==> src/rtl/serial_adder_pkg.sv <==
// rtl/serial_adder_pkg.sv - shared types and constants for the bit-serial adder
package serial_adder_pkg;

    localparam int SA_N = 8;

    typedef enum logic [1:0] {
        IDLE = 2'd0,
        RUN  = 2'd1,
        DONE = 2'd2
    } sa_state_e;

    // Bit counter has to hold values up to N.
    function automatic int cnt_width(input int n);
        return $clog2(n + 1);
    endfunction

endpackage

==> src/rtl/serial_adder_if.sv <==
// rtl/serial_adder_if.sv - request/result bundle of the bit-serial adder
// Signals: start, a, b, c_in (requester -> adder); busy, done, sum, c_out
// (adder -> requester); ovf only when SERIAL_ADDER_OVF_EN is defined.
interface serial_adder_if #(
    parameter int N = serial_adder_pkg::SA_N
);
    logic         start;
    logic [N-1:0] a;
    logic [N-1:0] b;
    logic         c_in;
    logic         busy;
    logic         done;
    logic [N-1:0] sum;
    logic         c_out;
`ifdef SERIAL_ADDER_OVF_EN
    logic         ovf;

    modport master (output start, a, b, c_in, input busy, done, sum, c_out, ovf);
    modport slave  (input start, a, b, c_in, output busy, done, sum, c_out, ovf);
`else
    modport master (output start, a, b, c_in, input busy, done, sum, c_out);
    modport slave  (input start, a, b, c_in, output busy, done, sum, c_out);
`endif
endinterface

==> src/rtl/serial_adder_full_adder.sv <==
// rtl/serial_adder_full_adder.sv - one-bit combinational full-adder cell
// Ports: x, y, ci (addend bits and carry in); s (sum bit), co (carry out).
module full_adder (
    input  logic x,
    input  logic y,
    input  logic ci,
    output logic s,
    output logic co
);
    assign s  = x ^ y ^ ci;
    assign co = (x & y) | (x & ci) | (y & ci);
endmodule

==> src/rtl/serial_adder.sv <==
// rtl/serial_adder.sv - N-bit bit-serial adder, one full-adder slice per clock
// Ports: clk, rst_n (synchronous, active-low); bus (serial_adder_if.slave):
// start/a/b/c_in in, busy/done/sum/c_out out.
// Optional macro SERIAL_ADDER_OVF_EN adds bus.ovf (signed overflow flag).
module serial_adder
    import serial_adder_pkg::*;
#(
    parameter int N = SA_N
) (
    input  logic           clk,
    input  logic           rst_n,
    serial_adder_if.slave  bus
);
    localparam int            CW   = cnt_width(N);
    localparam logic [CW-1:0] LAST = CW'(N - 1);

    sa_state_e     state;
    logic [N-1:0]  a_sr;
    logic [N-1:0]  b_sr;
    logic [N-1:0]  sum_q;
    logic          carry;
    logic [CW-1:0] cnt;
    logic          busy_q;
    logic          done_q;
    logic          c_out_q;
    logic          fa_s;
    logic          fa_co;
`ifdef SERIAL_ADDER_OVF_EN
    logic          ovf_q;
`endif

    full_adder u_fa (
        .x  (a_sr[0]),
        .y  (b_sr[0]),
        .ci (carry),
        .s  (fa_s),
        .co (fa_co)
    );

    always_ff @(posedge clk) begin
        if (!rst_n) begin
            state   <= IDLE;
            a_sr    <= '0;
            b_sr    <= '0;
            sum_q   <= '0;
            carry   <= 1'b0;
            cnt     <= '0;
            busy_q  <= 1'b0;
            done_q  <= 1'b0;
            c_out_q <= 1'b0;
`ifdef SERIAL_ADDER_OVF_EN
            ovf_q   <= 1'b0;
`endif
        end else begin
            done_q <= 1'b0;
            case (state)
                // DONE accepts a new start just like IDLE so operations can
                // run back to back without an idle cycle.
                IDLE, DONE: begin
                    if (bus.start) begin
                        a_sr   <= bus.a;
                        b_sr   <= bus.b;
                        carry  <= bus.c_in;
                        cnt    <= '0;
                        busy_q <= 1'b1;
                        state  <= RUN;
                    end else begin
                        state  <= IDLE;
                    end
                end
                RUN: begin
                    sum_q <= {fa_s, sum_q[N-1:1]};
                    a_sr  <= a_sr >> 1;
                    b_sr  <= b_sr >> 1;
                    carry <= fa_co;
                    cnt   <= cnt + CW'(1);
                    if (cnt == LAST) begin
                        // carry still holds the carry into the MSB here.
                        c_out_q <= fa_co;
`ifdef SERIAL_ADDER_OVF_EN
                        ovf_q   <= carry ^ fa_co;
`endif
                        done_q  <= 1'b1;
                        busy_q  <= 1'b0;
                        state   <= DONE;
                    end
                end
                default: begin
                    busy_q <= 1'b0;
                    state  <= IDLE;
                end
            endcase
        end
    end

    assign bus.busy  = busy_q;
    assign bus.done  = done_q;
    assign bus.sum   = sum_q;
    assign bus.c_out = c_out_q;
`ifdef SERIAL_ADDER_OVF_EN
    assign bus.ovf   = ovf_q;
`endif

endmodule
==> src/flat_wrapper.sv <==
// flat-port wrapper written by rule: the top's interface ports become plain ports
module serial_adder_flat import serial_adder_pkg::*;
#(
    parameter int N = SA_N
)
  (clk, rst_n, bus_start, bus_a, bus_b, bus_c_in, bus_busy, bus_done, bus_sum, bus_c_out);
  serial_adder_if #(.N(N)) bus_i ();
  input  logic clk;
  input  logic rst_n;
  input wire logic [$bits(bus_i.start)-1:0] bus_start;
  input wire logic [$bits(bus_i.a)-1:0] bus_a;
  input wire logic [$bits(bus_i.b)-1:0] bus_b;
  input wire logic [$bits(bus_i.c_in)-1:0] bus_c_in;
  output wire logic [$bits(bus_i.busy)-1:0] bus_busy;
  output wire logic [$bits(bus_i.done)-1:0] bus_done;
  output wire logic [$bits(bus_i.sum)-1:0] bus_sum;
  output wire logic [$bits(bus_i.c_out)-1:0] bus_c_out;
  assign bus_i.start = bus_start;
  assign bus_i.a = bus_a;
  assign bus_i.b = bus_b;
  assign bus_i.c_in = bus_c_in;
  assign bus_busy = bus_i.busy;
  assign bus_done = bus_i.done;
  assign bus_sum = bus_i.sum;
  assign bus_c_out = bus_i.c_out;
  serial_adder #(.N(N)) u_core (.clk(clk), .rst_n(rst_n), .bus(bus_i));
endmodule
==> config.mk <==
export PLATFORM = sky130hd
export DESIGN_NAME = serial_adder_flat
export DESIGN_NICKNAME = d
export VERILOG_FILES = /design/src/rtl/serial_adder_pkg.sv /design/src/rtl/serial_adder_if.sv /design/src/rtl/serial_adder_full_adder.sv /design/src/rtl/serial_adder.sv /design/src/flat_wrapper.sv
export SDC_FILE = /design/constraint.sdc
export NUM_CORES = 1
export LEC_CHECK = 0
export ABC_AREA = 1
export ABC_CLOCK_PERIOD_IN_PS = 1600
export CAP_MARGIN = 20
export CORE_UTILIZATION = 54
export DETAILED_ROUTE_END_ITERATION = 8
export PLACE_DENSITY = 0.9
export SKIP_CTS_REPAIR_TIMING = 1
export SLEW_MARGIN = 15
export SYNTH_ARGS = -nofsm -noshare
export SYNTH_HDL_FRONTEND = slang
export SYNTH_SLANG_ARGS = --single-unit
==> constraint.sdc <==
create_clock -name clk -period 1.6 [get_ports clk]
set_input_delay 0.32 -clock clk [delete_from_list [all_inputs] [get_ports clk]]
set_output_delay 0.32 -clock clk [all_outputs]
set_load 0.1 [all_outputs]
## After elaboration in Yosys (flattened, before gate mapping)

Cells that the tools add are included.

- Register bits: 34
- Output and inout port bits: 11

- $add $sub $neg: 1
- Equal/unequal tests: 5
- Multiplexer cells: 15
- Bitwise logic cells: 7
- Reductions and logical operators: 7

Operators by type and width:

| operator | number |
|---|---|
| 8-bit case mux with 2 select lines | 2 |
| 8-bit two-way mux | 2 |
| 4-bit case mux with 2 select lines | 1 |
| 2-bit AND reduction | 4 |
| 1-bit two-way mux | 5 |
| 4-bit by 1-bit adder with 4-bit output (second input constant) | 1 |
| 4-bit by 3-bit == test with 1-bit output (second input constant) | 1 |
| 4-bit two-way mux | 1 |
| 1-bit case mux with 2 select lines | 2 |
| 2-bit case mux with 2 select lines | 1 |
| 1-bit bitwise AND | 3 |
| 2-bit by 1-bit == test with 1-bit output (second input constant) | 1 |
| 2-bit == test (second input constant) | 1 |
| 2-bit zero test | 1 |
| 2-bit two-way mux | 1 |
| 2-bit by 1-bit != test with 1-bit output (second input constant) | 1 |
| 2-bit != test (second input constant) | 1 |
| 1-bit bitwise OR | 2 |
| 2-bit nonzero test | 1 |
| 2-bit OR reduction | 1 |
| 1-bit bitwise XOR | 2 |

## Logic depth before layout (Yosys ltp)

Gate-level depths: netlist (run 1).

- Word-level depth: 4
- Depth in mapped cells: 7

## Cells and area by module

Synthesis (run 1) repeated with hierarchy kept, for this count alone.

- Cells, all modules: 215
- Area total of the unflattened synthesis: 1579.0 um^2

Modules (own cells, without submodules):

| module | instances | cells each | area an instance (um^2) | sequential area each (um^2) |
|---|---|---|---|---|
| serial_adder | 1 | 214 | 1559.0 | 680.7 |
| full_adder | 1 | 1 | 20.0 | 0.0 |

## Worst setup path before layout (run 1)

OpenSTA, ideal clock, no wires.

- Path kind: register -> register
- From: register u_core.bus.busy (netlist name)
- To: register u_core.busy_q (netlist: u_core.bus.busy)
- Library setup time: 0.071 ns
- Arrival: 1.245 ns
- Data required time: 1.529 ns
- Slack: 0.284 ns
- Stages on the path, launching flop included: 3
- Path buffers: 0
- Period minus slack after synthesis: 1.316 ns
- Cells stage by stage: dfxtp_1 > o21ai_0 > a21oi_1

RTL lines:

| item | line | source |
|---|---|---|
| to (signal assigned) | serial_adder.sv:48 | `busy_q <= 1'b0;` |
| to (signal assigned) | serial_adder.sv:65 | `busy_q <= 1'b1;` |
| to (signal assigned) | serial_adder.sv:84 | `busy_q <= 1'b0;` |
| to (decl) | serial_adder.sv:23 | `logic busy_q;` |

## Worst setup path after layout (run 1)

- From: register u_core.state[0]
- To: register u_core.a_sr[0]

- Word-level cells in the longest chain between the ends: 4
- Elaborated cells between the ends (all ways): 8
- Those cells by class: eq/ne (3); mux (1); reduce/logical (4)

RTL lines:

| item | line | source |
|---|---|---|
| from (decl) | serial_adder.sv:17 | `sa_state_e state;` |
| from (signal assigned) | serial_adder.sv:42 | `state <= IDLE;` |
| from (signal assigned) | serial_adder.sv:66 | `state <= RUN;` |
| from (signal assigned) | serial_adder.sv:68 | `state <= IDLE;` |
| 2-bit == test / 2-bit zero test (equally long branches) | serial_adder.sv:56 | `case (state)` |
| 2-bit OR reduction | serial_adder.sv:56 |  |
| 2-bit != test (no source line) / 2-bit nonzero test (equally long branches) | -- |  |
| 2-bit AND reduction (no source line) | -- |  |
| to (signal assigned) | serial_adder.sv:61 | `a_sr <= bus.a;` |
| to (signal assigned) | serial_adder.sv:73 | `a_sr <= a_sr >> 1;` |
| to (decl) | serial_adder.sv:18 | `logic [N-1:0] a_sr;` |

Parallel ways exist; a longest one is shown, timed or not.
A chain may end at the register's enable or synchronous reset.

==> flow_summary.html, run 1 <==
<table>
<tr><th>Metric</th><th>Value</th></tr>
<tr><th colspan="2">Status</th></tr>
<tr><td>Status</td><td>finished clean</td></tr>
<tr><th colspan="2">Routing</th></tr>
<tr><td>Count of routing violations after the opening detailed-route iteration</td><td>53</td></tr>
<tr><td>Post-route antenna net violation count</td><td>0</td></tr>
<tr><td>Post-detailed-route wirelength per cell</td><td>approximately 12 um</td></tr>
<tr><td>First-pass iteration count of the detailed router</td><td>5</td></tr>
<tr><td>DRC violation count after routing</td><td>0</td></tr>
<tr><td>Number of vias per cell</td><td>between 5 and 6</td></tr>
<tr><td>DRT Wirelength</td><td>3330 um</td></tr>
<tr><td>Total number of vias</td><td>around 1,500</td></tr>
<tr><th colspan="2">Logic synthesis</th></tr>
<tr><td>Top cell types by occurrence after synthesis</td><td>sky130_fd_sc_hd__nand3_1 (53), sky130_fd_sc_hd__dfxtp_1 (34), sky130_fd_sc_hd__nand2_1 (27)</td></tr>
<tr><td>Mapped Cells</td><td>between 200 and 250</td></tr>
<tr><td>Sequential-to-total area share from yosys stat</td><td>0.432</td></tr>
<tr><td>Cell types with the largest area share after synthesis</td><td>sky130_fd_sc_hd__dfxtp_1 (43%), sky130_fd_sc_hd__nand3_1 (17%), sky130_fd_sc_hd__a21oi_1 (7.0%)</td></tr>
<tr><td>Netlist Area Pre-Place</td><td>between 1500 and 2000 um2</td></tr>
<tr><td>Number of flops mapped to enable cells by yosys</td><td>0</td></tr>
<tr><td>Register bit count reported by yosys</td><td>34</td></tr>
<tr><td>Area share of the largest cell type after synthesis</td><td>0.432</td></tr>
<tr><td>Most frequent cell after synthesis</td><td>sky130_fd_sc_hd__nand3_1</td></tr>
<tr><td>Predominant post-synthesis flop cell</td><td>sky130_fd_sc_hd__dfxtp_1</td></tr>
<tr><td>Net count after synthesis</td><td>about 240</td></tr>
<tr><td>Yosys cell types</td><td>19</td></tr>
<tr><td>Yosys warning count</td><td>0</td></tr>
<tr><td>Avg Inst Size Synth</td><td>7.33 um2</td></tr>
<tr><td>Proportion of synthesized flip-flops having asynchronous set or reset</td><td>0</td></tr>
<tr><td>Yosys top cell by area</td><td>sky130_fd_sc_hd__dfxtp_1</td></tr>
<tr><th colspan="2">Floorplanning</th></tr>
<tr><td>Io pins</td><td>31</td></tr>
<tr><td>Cell row count</td><td>19</td></tr>
<tr><td>Effective utilization at floorplan</td><td>0.572</td></tr>
<tr><td>Core footprint</td><td>roughly 2800 um2</td></tr>
<tr><td>Width of the die</td><td>approximately 56 um</td></tr>
<tr><td>Die Height</td><td>roughly 56 um</td></tr>
<tr><td>Area enclosed by the die boundary</td><td>approximately 3100 um2</td></tr>
<tr><th colspan="2">Setup path</th></tr>
<tr><td>Crit. End Element</td><td>flip-flop</td></tr>
<tr><td>WP buf/inv</td><td>1</td></tr>
<tr><td>Critical path class</td><td>flip-flop to flip-flop</td></tr>
<tr><td>Peak fanout along the critical path</td><td>17</td></tr>
<tr><td>Largest stage delay on the critical path</td><td>approximately 550 ps</td></tr>
<tr><td>Crit path required time</td><td>around 1800 ps</td></tr>
<tr><td>Worst-path cell chain</td><td>nand2_2, buf_4, nand3_1, a21oi_1</td></tr>
<tr><td>Data arrival, critical path</td><td>~1600 ps</td></tr>
<tr><td>CP top delay family</td><td>flip-flops</td></tr>
<tr><td>Critical path launch point type</td><td>flip-flop</td></tr>
<tr><td>Library cell contributing the largest single delay on the critical path</td><td>sky130_fd_sc_hd__dfxtp_1</td></tr>
<tr><th colspan="2">Placement</th></tr>
<tr><td>Instance area at placement</td><td>about 2000 um2</td></tr>
<tr><td>Final RePlAce weighted congestion</td><td>approximately 0.78</td></tr>
<tr><td>I/O Buffers</td><td>30</td></tr>
<tr><td>Worst setup slack before clock tree synthesis</td><td>around 44 ps</td></tr>
<tr><td>Detailed Place HPWL</td><td>between 2000 and 2500 um</td></tr>
<tr><th colspan="2">Global routing</th></tr>
<tr><td>Most Crowded Layer GR</td><td>met2</td></tr>
<tr><td>Residual overflow from global routing</td><td>0</td></tr>
<tr><td>Via count of the first global-routing pass</td><td>around 1,400</td></tr>
<tr><td>Largest net degree at the start of global routing</td><td>22</td></tr>
<tr><td>Met2 Resource Use GR</td><td>0.384</td></tr>
<tr><td>Met3 routing resource usage after global routing</td><td>0.0488</td></tr>
<tr><td>Global-route wire length before repair</td><td>5740 um</td></tr>
<tr><td>Antenna violations before repair</td><td>0</td></tr>
<tr><td>Global router's overall resource usage</td><td>0.235</td></tr>
<tr><td>Global Route met1 Usage</td><td>0.281</td></tr>
<tr><th colspan="2">Timing</th></tr>
<tr><td>Worst-case setup margin in the final layout</td><td>213 ps</td></tr>
<tr><td>Clock skew after layout</td><td>about 8.6 ps</td></tr>
<tr><td>Slew at the pin with the worst max-slew slack</td><td>645 ps</td></tr>
<tr><td>Period minus WS final</td><td>around 1400 ps</td></tr>
<tr><td>Highest clock frequency the design can meet</td><td>721 MHz</td></tr>
<tr><td>Final-report setup violation count</td><td>0</td></tr>
<tr><td>Count of endpoints failing hold in the final timing report</td><td>0</td></tr>
<tr><td>Max-Slew Margin vs Limit</td><td>0.570</td></tr>
<tr><td>TNS Setup</td><td>0 ps</td></tr>
<tr><td>Post-route fraction of the period consumed by the critical path</td><td>0.867</td></tr>
<tr><td>Unrepaired setup endpoints after global routing</td><td>false</td></tr>
<tr><td>Final Slew Violations</td><td>0</td></tr>
<tr><th colspan="2">Clock network</th></tr>
<tr><td>Clock transition time at the flip-flop clock pins of the worst setup and hold paths</td><td>roughly 100 ps</td></tr>
<tr><td>TritonCTS clock tree</td><td>built</td></tr>
<tr><td>Htree depth</td><td>2</td></tr>
<tr><td>Deepest clock path buffer count</td><td>2</td></tr>
<tr><td>Num CTS Buffers</td><td>5</td></tr>
<tr><td>Count of clock tree sinks</td><td>34</td></tr>
<tr><td>Clk_lat worst skew</td><td>340 ps</td></tr>
<tr><td>CTS Root Buffer Type</td><td>sky130_fd_sc_hd__clkbuf_4</td></tr>
<tr><th colspan="2">Cells and area</th></tr>
<tr><td>Final-stage net count</td><td>about 270</td></tr>
<tr><td>Area of all placed cells without fillers</td><td>2010 um2</td></tr>
<tr><td>Diodes inserted</td><td>0</td></tr>
<tr><td>Share of layout cells above drive strength 1</td><td>0.123</td></tr>
<tr><td>Area growth from synthesis to final layout</td><td>27.6%</td></tr>
<tr><td>Fill cell instance count of the final layout</td><td>roughly 210</td></tr>
<tr><th colspan="2">Power and ir drop</th></tr>
<tr><td>Switching share of power</td><td>0.323</td></tr>
<tr><td>Switching power summed over all nets</td><td>0.614 mW</td></tr>
<tr><td>Share of total power in sequential cells</td><td>0.502</td></tr>
<tr><td>IR Drop Worst-Case VDD</td><td>around 1.0 mV</td></tr>
<tr><td>Proportion of power drawn by combinational gates</td><td>0.251</td></tr>
<tr><td>Post-layout power</td><td>1.90 mW</td></tr>
<tr><td>Internal portion of total power</td><td>~1.3 mW</td></tr>
<tr><td>Power density over the cells</td><td>944 nW/um2</td></tr>
<tr><td>Leakage component of the power</td><td>0.847 nW</td></tr>
<tr><td>Part of the total power dissipated in the clock network</td><td>0.247</td></tr>
<tr><th colspan="2">Hold path</th></tr>
<tr><td>Worst hold path type</td><td>flip-flop to flip-flop</td></tr>
<tr><th colspan="2">Flow run</th></tr>
<tr><td>Max Cap Viol</td><td>0</td></tr>
</table>
## through the flow
| stage | hold WS (ps) | utilization | instances |
|---|---|---|---|
| 2_1_floorplan | 457 | - | 215 |
| 3_3_place_gp | 472 | 0.711 | 268 |
| 3_5_place_dp | 480 | 0.711 | 268 |
| 4_1_cts | 492 | 0.730 | 274 |
| 5_1_grt | 510 | 0.730 | 274 |
| 6_report | 490 | 0.730 | 274 |
## cell type report
type	count	area (um2)	area share
Timing Repair Buffer	37	463	0.230
Clock buffer	6	51.3	0.0255
Tap cell	31	38.8	0.0193
Sequential cell	34	681	0.338
Inverter	23	88.8	0.0442
Multi-Input combinational cell	143	689	0.343
## flip-flops by register name, indices dropped and copies added, names as in the netlist
signal,flops
u_core.bus.sum,8
u_core.cnt,4
u_core.carry,1
u_core.state,2
u_core.bus.c_out,1
u_core.bus.done,1
u_core.bus.busy,1
u_core.b_sr,8
u_core.a_sr,8
## placed cells by master, fill, tap and decap left out
| master | netlist | layout |
|---|---|---|
| sky130_fd_sc_hd__nand3_1 | 53 | 53 |
| sky130_fd_sc_hd__dfxtp_1 | 34 | 34 |
| sky130_fd_sc_hd__nand2_1 | 27 | 27 |
| sky130_fd_sc_hd__nor2_1 | 24 | 24 |
| sky130_fd_sc_hd__a21oi_1 | 22 | 22 |
| sky130_fd_sc_hd__inv_1 | 21 | 21 |
| sky130_fd_sc_hd__clkdlybuf4s50_1 | 0 | 19 |
| sky130_fd_sc_hd__o21ai_0 | 11 | 11 |
| sky130_fd_sc_hd__buf_12 | 0 | 11 |
| sky130_fd_sc_hd__buf_4 | 6 | 7 |
| sky130_fd_sc_hd__clkbuf_4 | 0 | 5 |
| sky130_fd_sc_hd__inv_2 | 1 | 1 |
| sky130_fd_sc_hd__inv_4 | 1 | 1 |
| sky130_fd_sc_hd__nand2_2 | 1 | 1 |
| sky130_fd_sc_hd__nand2_4 | 1 | 1 |
| sky130_fd_sc_hd__nor2_4 | 1 | 1 |
| sky130_fd_sc_hd__nor2_2 | 1 | 1 |
| sky130_fd_sc_hd__fa_1 | 1 | 1 |
| sky130_fd_sc_hd__ha_1 | 1 | 1 |
| sky130_fd_sc_hd__clkbuf_8 | 0 | 1 |
## power by group through the flow
stage               Sequential, mW  Clock (mW)  Combinational [mW]
global placement             0.968           0               0.469
finish                       0.953       0.470               0.477
detailed placement           0.971           0               0.477
global route                 0.961       0.505               0.513
floorplan                     1.09           0               0.199
CTS                          0.952       0.469               0.478
## tightest hold or removal path, stage by stage, from the launching register on
cell                      delay (ps)
sky130_fd_sc_hd__dfxtp_1         320
sky130_fd_sc_hd__nand3_1          70
sky130_fd_sc_hd__a21oi_1          60
## layer usage
metal,vias to the layer above,wire length [um]
met3,13,169
met2,49,1580
met4,0,123
met5,-,0
met1,657,1460
li1,755,-
## kinds of logic (layout without fill, tap and decap cells)
logic type / count (synthesis) / count (layout) / synth area share
DFF: 34 / 34 / 0.432
adders and majority gates: 2 / 2 / 0.0206
buffers and inverters: 38 / 66 / 0.131
AOI/OAI and AO/OA: 33 / 33 / 0.105
and+or+nand+nor: 108 / 108 / 0.312
## worst paths after layout
check	from	to	slack [ps]	cells after the start
hold reg to reg	u_core.b_sr[5]	u_core.b_sr[5]	490	2
hold / removal	u_core.b_sr[5]	u_core.b_sr[5]	490	2
setup reg to reg	u_core.state[0]	u_core.a_sr[0]	210	4
setup / recovery	u_core.state[0]	u_core.a_sr[0]	210	4
Power figures use the tool's default switching activity.
==> run 2, diff against run 1 <==
--- a/config.mk
+++ b/config.mk
@@ -8,9 +8,12 @@
 export ABC_AREA = 1
 export ABC_CLOCK_PERIOD_IN_PS = 1600
 export CAP_MARGIN = 20
-export CORE_UTILIZATION = 54
+export CORE_UTILIZATION = 66
 export DETAILED_ROUTE_END_ITERATION = 8
-export PLACE_DENSITY = 0.9
+export DONT_BUFFER_PORTS = 1
+export HOLD_SLACK_MARGIN = 0.15
+export MAX_ROUTING_LAYER = met4
+export PLACE_DENSITY = 0.89
 export SKIP_CTS_REPAIR_TIMING = 1
 export SLEW_MARGIN = 15
 export SYNTH_ARGS = -nofsm -noshare
==> run 2 against run 1 <==
  * Die area fell by 18%
  * Setup slack improved by 50 ps
  * First-iteration DRC count rose by 36%
  * Final cell count fell by 7.7%
  * Maximum frequency rose by 3.7%
  * Non-clock buffer count fell by 19
  * Worst hold slack got worse by 340 ps
  * Total power fell by 7.0%
  * Utilization rose by 2.3 points
  * Design area fell by 16%
  * Largest power group unchanged
  * Sequential share of layout area rose by 6.6 points
==> flow_summary.html, run 2 (same netlist as run 1, synthesis figures left out) <==
<table>
<tr><th>Metric</th><th>Value</th></tr>
<tr><th colspan="2">Timing</th></tr>
<tr><td>Clock skew after layout</td><td>between 10 and 15 ps</td></tr>
<tr><td>Period minus WS final</td><td>~1300 ps</td></tr>
<tr><td>Count of endpoints failing hold in the final timing report</td><td>0</td></tr>
<tr><td>Unrepaired setup endpoints after global routing</td><td>false</td></tr>
<tr><td>Final-report setup violation count</td><td>0</td></tr>
<tr><td>Post-route fraction of the period consumed by the critical path</td><td>0.836</td></tr>
<tr><td>Max-Slew Margin vs Limit</td><td>0.576</td></tr>
<tr><td>Highest clock frequency the design can meet</td><td>748 MHz</td></tr>
<tr><td>TNS Setup</td><td>0 ps</td></tr>
<tr><td>Final Slew Violations</td><td>0</td></tr>
<tr><td>Slew at the pin with the worst max-slew slack</td><td>~640 ps</td></tr>
<tr><th colspan="2">Cells and area</th></tr>
<tr><td>Diodes inserted</td><td>0</td></tr>
<tr><td>Leading cell type in the layout, fill and taps excluded</td><td>sky130_fd_sc_hd__nand3_1</td></tr>
<tr><td>Share of layout cells above drive strength 1</td><td>0.116</td></tr>
<tr><td>Area growth from synthesis to final layout</td><td>6.67%</td></tr>
<tr><td>Final-stage net count</td><td>roughly 250</td></tr>
<tr><td>Highest-count cells in the layout ignoring fill and taps</td><td>sky130_fd_sc_hd__nand3_1 (53), sky130_fd_sc_hd__dfxtp_1 (34), sky130_fd_sc_hd__nand2_1 (27)</td></tr>
<tr><td>Area of all placed cells without fillers</td><td>1680 um2</td></tr>
<tr><th colspan="2">Setup path</th></tr>
<tr><td>Crit. End Element</td><td>primary output</td></tr>
<tr><td>Peak fanout along the critical path</td><td>3</td></tr>
<tr><td>Critical path class</td><td>flip-flop to primary output</td></tr>
<tr><td>Library cell contributing the largest single delay on the critical path</td><td>sky130_fd_sc_hd__dfxtp_1</td></tr>
<tr><td>Logic depth of the worst setup path including buffers</td><td>1</td></tr>
<tr><td>Data arrival, critical path</td><td>1020 ps</td></tr>
<tr><td>Worst-path cell chain</td><td>buf_4</td></tr>
<tr><td>Critical path launch point type</td><td>flip-flop</td></tr>
<tr><td>CP top delay family</td><td>flip-flops</td></tr>
<tr><td>WP buf/inv</td><td>1</td></tr>
<tr><td>Crit path required time</td><td>approximately 1300 ps</td></tr>
<tr><td>Largest stage delay on the critical path</td><td>380 ps</td></tr>
<tr><td>R2R depth</td><td>4</td></tr>
<tr><th colspan="2">Global routing</th></tr>
<tr><td>Largest net degree at the start of global routing</td><td>22</td></tr>
<tr><td>Antenna violations before repair</td><td>0</td></tr>
<tr><td>Global-route wire length before repair</td><td>approximately 5600 um</td></tr>
<tr><td>Global router's overall resource usage</td><td>0.306</td></tr>
<tr><td>Via count of the first global-routing pass</td><td>around 1,300</td></tr>
<tr><td>Residual overflow from global routing</td><td>0</td></tr>
<tr><th colspan="2">Floorplanning</th></tr>
<tr><td>Width of the die</td><td>~51 um</td></tr>
<tr><td>Area enclosed by the die boundary</td><td>around 2600 um2</td></tr>
<tr><td>Die Height</td><td>50.9 um</td></tr>
<tr><td>Io pins</td><td>31</td></tr>
<tr><td>Cell row count</td><td>17</td></tr>
<tr><td>Effective utilization at floorplan</td><td>0.706</td></tr>
<tr><td>Core footprint</td><td>around 2200 um2</td></tr>
<tr><th colspan="2">Routing</th></tr>
<tr><td>DRT Wirelength</td><td>between 3000 and 4000 um</td></tr>
<tr><td>Count of routing violations after the opening detailed-route iteration</td><td>between 70 and 80</td></tr>
<tr><td>Post-detailed-route wirelength per cell</td><td>14.0 um</td></tr>
<tr><td>First-pass iteration count of the detailed router</td><td>6</td></tr>
<tr><td>Post-route antenna net violation count</td><td>0</td></tr>
<tr><td>Number of vias per cell</td><td>roughly 5.7</td></tr>
<tr><td>Total number of vias</td><td>1,439</td></tr>
<tr><td>DRC violation count after routing</td><td>0</td></tr>
<tr><th colspan="2">Clock network</th></tr>
<tr><td>Deepest clock path buffer count</td><td>2</td></tr>
<tr><td>Num CTS Buffers</td><td>5</td></tr>
<tr><td>CTS Root Buffer Type</td><td>sky130_fd_sc_hd__clkbuf_4</td></tr>
<tr><td>Clk_lat worst skew</td><td>about 350 ps</td></tr>
<tr><td>TritonCTS clock tree</td><td>built</td></tr>
<tr><td>Clock transition time at the flip-flop clock pins of the worst setup and hold paths</td><td>approximately 110 ps</td></tr>
<tr><td>Count of clock tree sinks</td><td>34</td></tr>
<tr><td>Htree depth</td><td>2</td></tr>
<tr><th colspan="2">Placement</th></tr>
<tr><td>Detailed Place HPWL</td><td>about 2400 um</td></tr>
<tr><td>I/O Buffers</td><td>0</td></tr>
<tr><td>Final RePlAce weighted congestion</td><td>between 0.7 and 0.8</td></tr>
<tr><td>Instance area at placement</td><td>approximately 1600 um2</td></tr>
<tr><th colspan="2">Hold path</th></tr>
<tr><td>Worst hold path type</td><td>primary input to flip-flop</td></tr>
<tr><td>Number of instances on the worst hold path</td><td>2</td></tr>
<tr><th colspan="2">Power and ir drop</th></tr>
<tr><td>Power density over the cells</td><td>1050 nW/um2</td></tr>
<tr><td>Leakage component of the power</td><td>approximately 0.73 nW</td></tr>
<tr><td>IR Drop Worst-Case VDD</td><td>0.832 mV</td></tr>
<tr><th colspan="2">Flow run</th></tr>
<tr><td>Max Cap Viol</td><td>0</td></tr>
<tr><th colspan="2">Status</th></tr>
<tr><td>Status</td><td>finished clean</td></tr>
</table>
run 2: final timing paths:
check / slack [ps] / startpoint / end
min reg2reg: 490 / u_core.a_sr[7] / u_core.a_sr[7]
max reg2reg: 310 / u_core.state[0] / u_core.bus.sum[3]
min: 150 / bus_b[7] / u_core.b_sr[7]
max: 260 / u_core.bus.sum[3] / bus_sum[3]
run 2: cell type report:
type	instances	area [um2]
Clock buffer	7	45.0
Fill cell	172	552
Inverter	23	88.8
Multi-Input combinational cell	143	689
Sequential cell	34	681
Tap cell	28	35.0
Timing Repair Buffer	18	143
run 2: metal layers:
metal	wire (um)	GRT usage	vias to the layer above
met1	1330	0.311	633
met3	282	0.0893	14
met5	0	-	-
met4	84	0.134	0
li1	-	-	715
met2	1850	0.544	77
run 2: report_power, final:
group          leakage (nW)  switching [mW]  total (mW)  internal (mW)
Clock                0.0254           0.278       0.443          0.166
Sequential            0.279          0.0398       0.941          0.901
Combinational         0.427           0.282       0.382         0.0997
run 2: through the flow:
step / total power [mW] / hold slack, ps / worst slack, ps / instances / util
after global routing: 1.84 / 143 / 187 / 253 / 0.753
after CTS: 1.75 / 84.6 / 269 / 250 / 0.739
after floorplan: 1.29 / 457 / 284 / 215 / -
final: 1.77 / 145 / 262 / 253 / 0.753
after detailed placement: 1.33 / 453 / 339 / 243 / 0.719
after global placement: 1.31 / 443 / 412 / 243 / 0.719
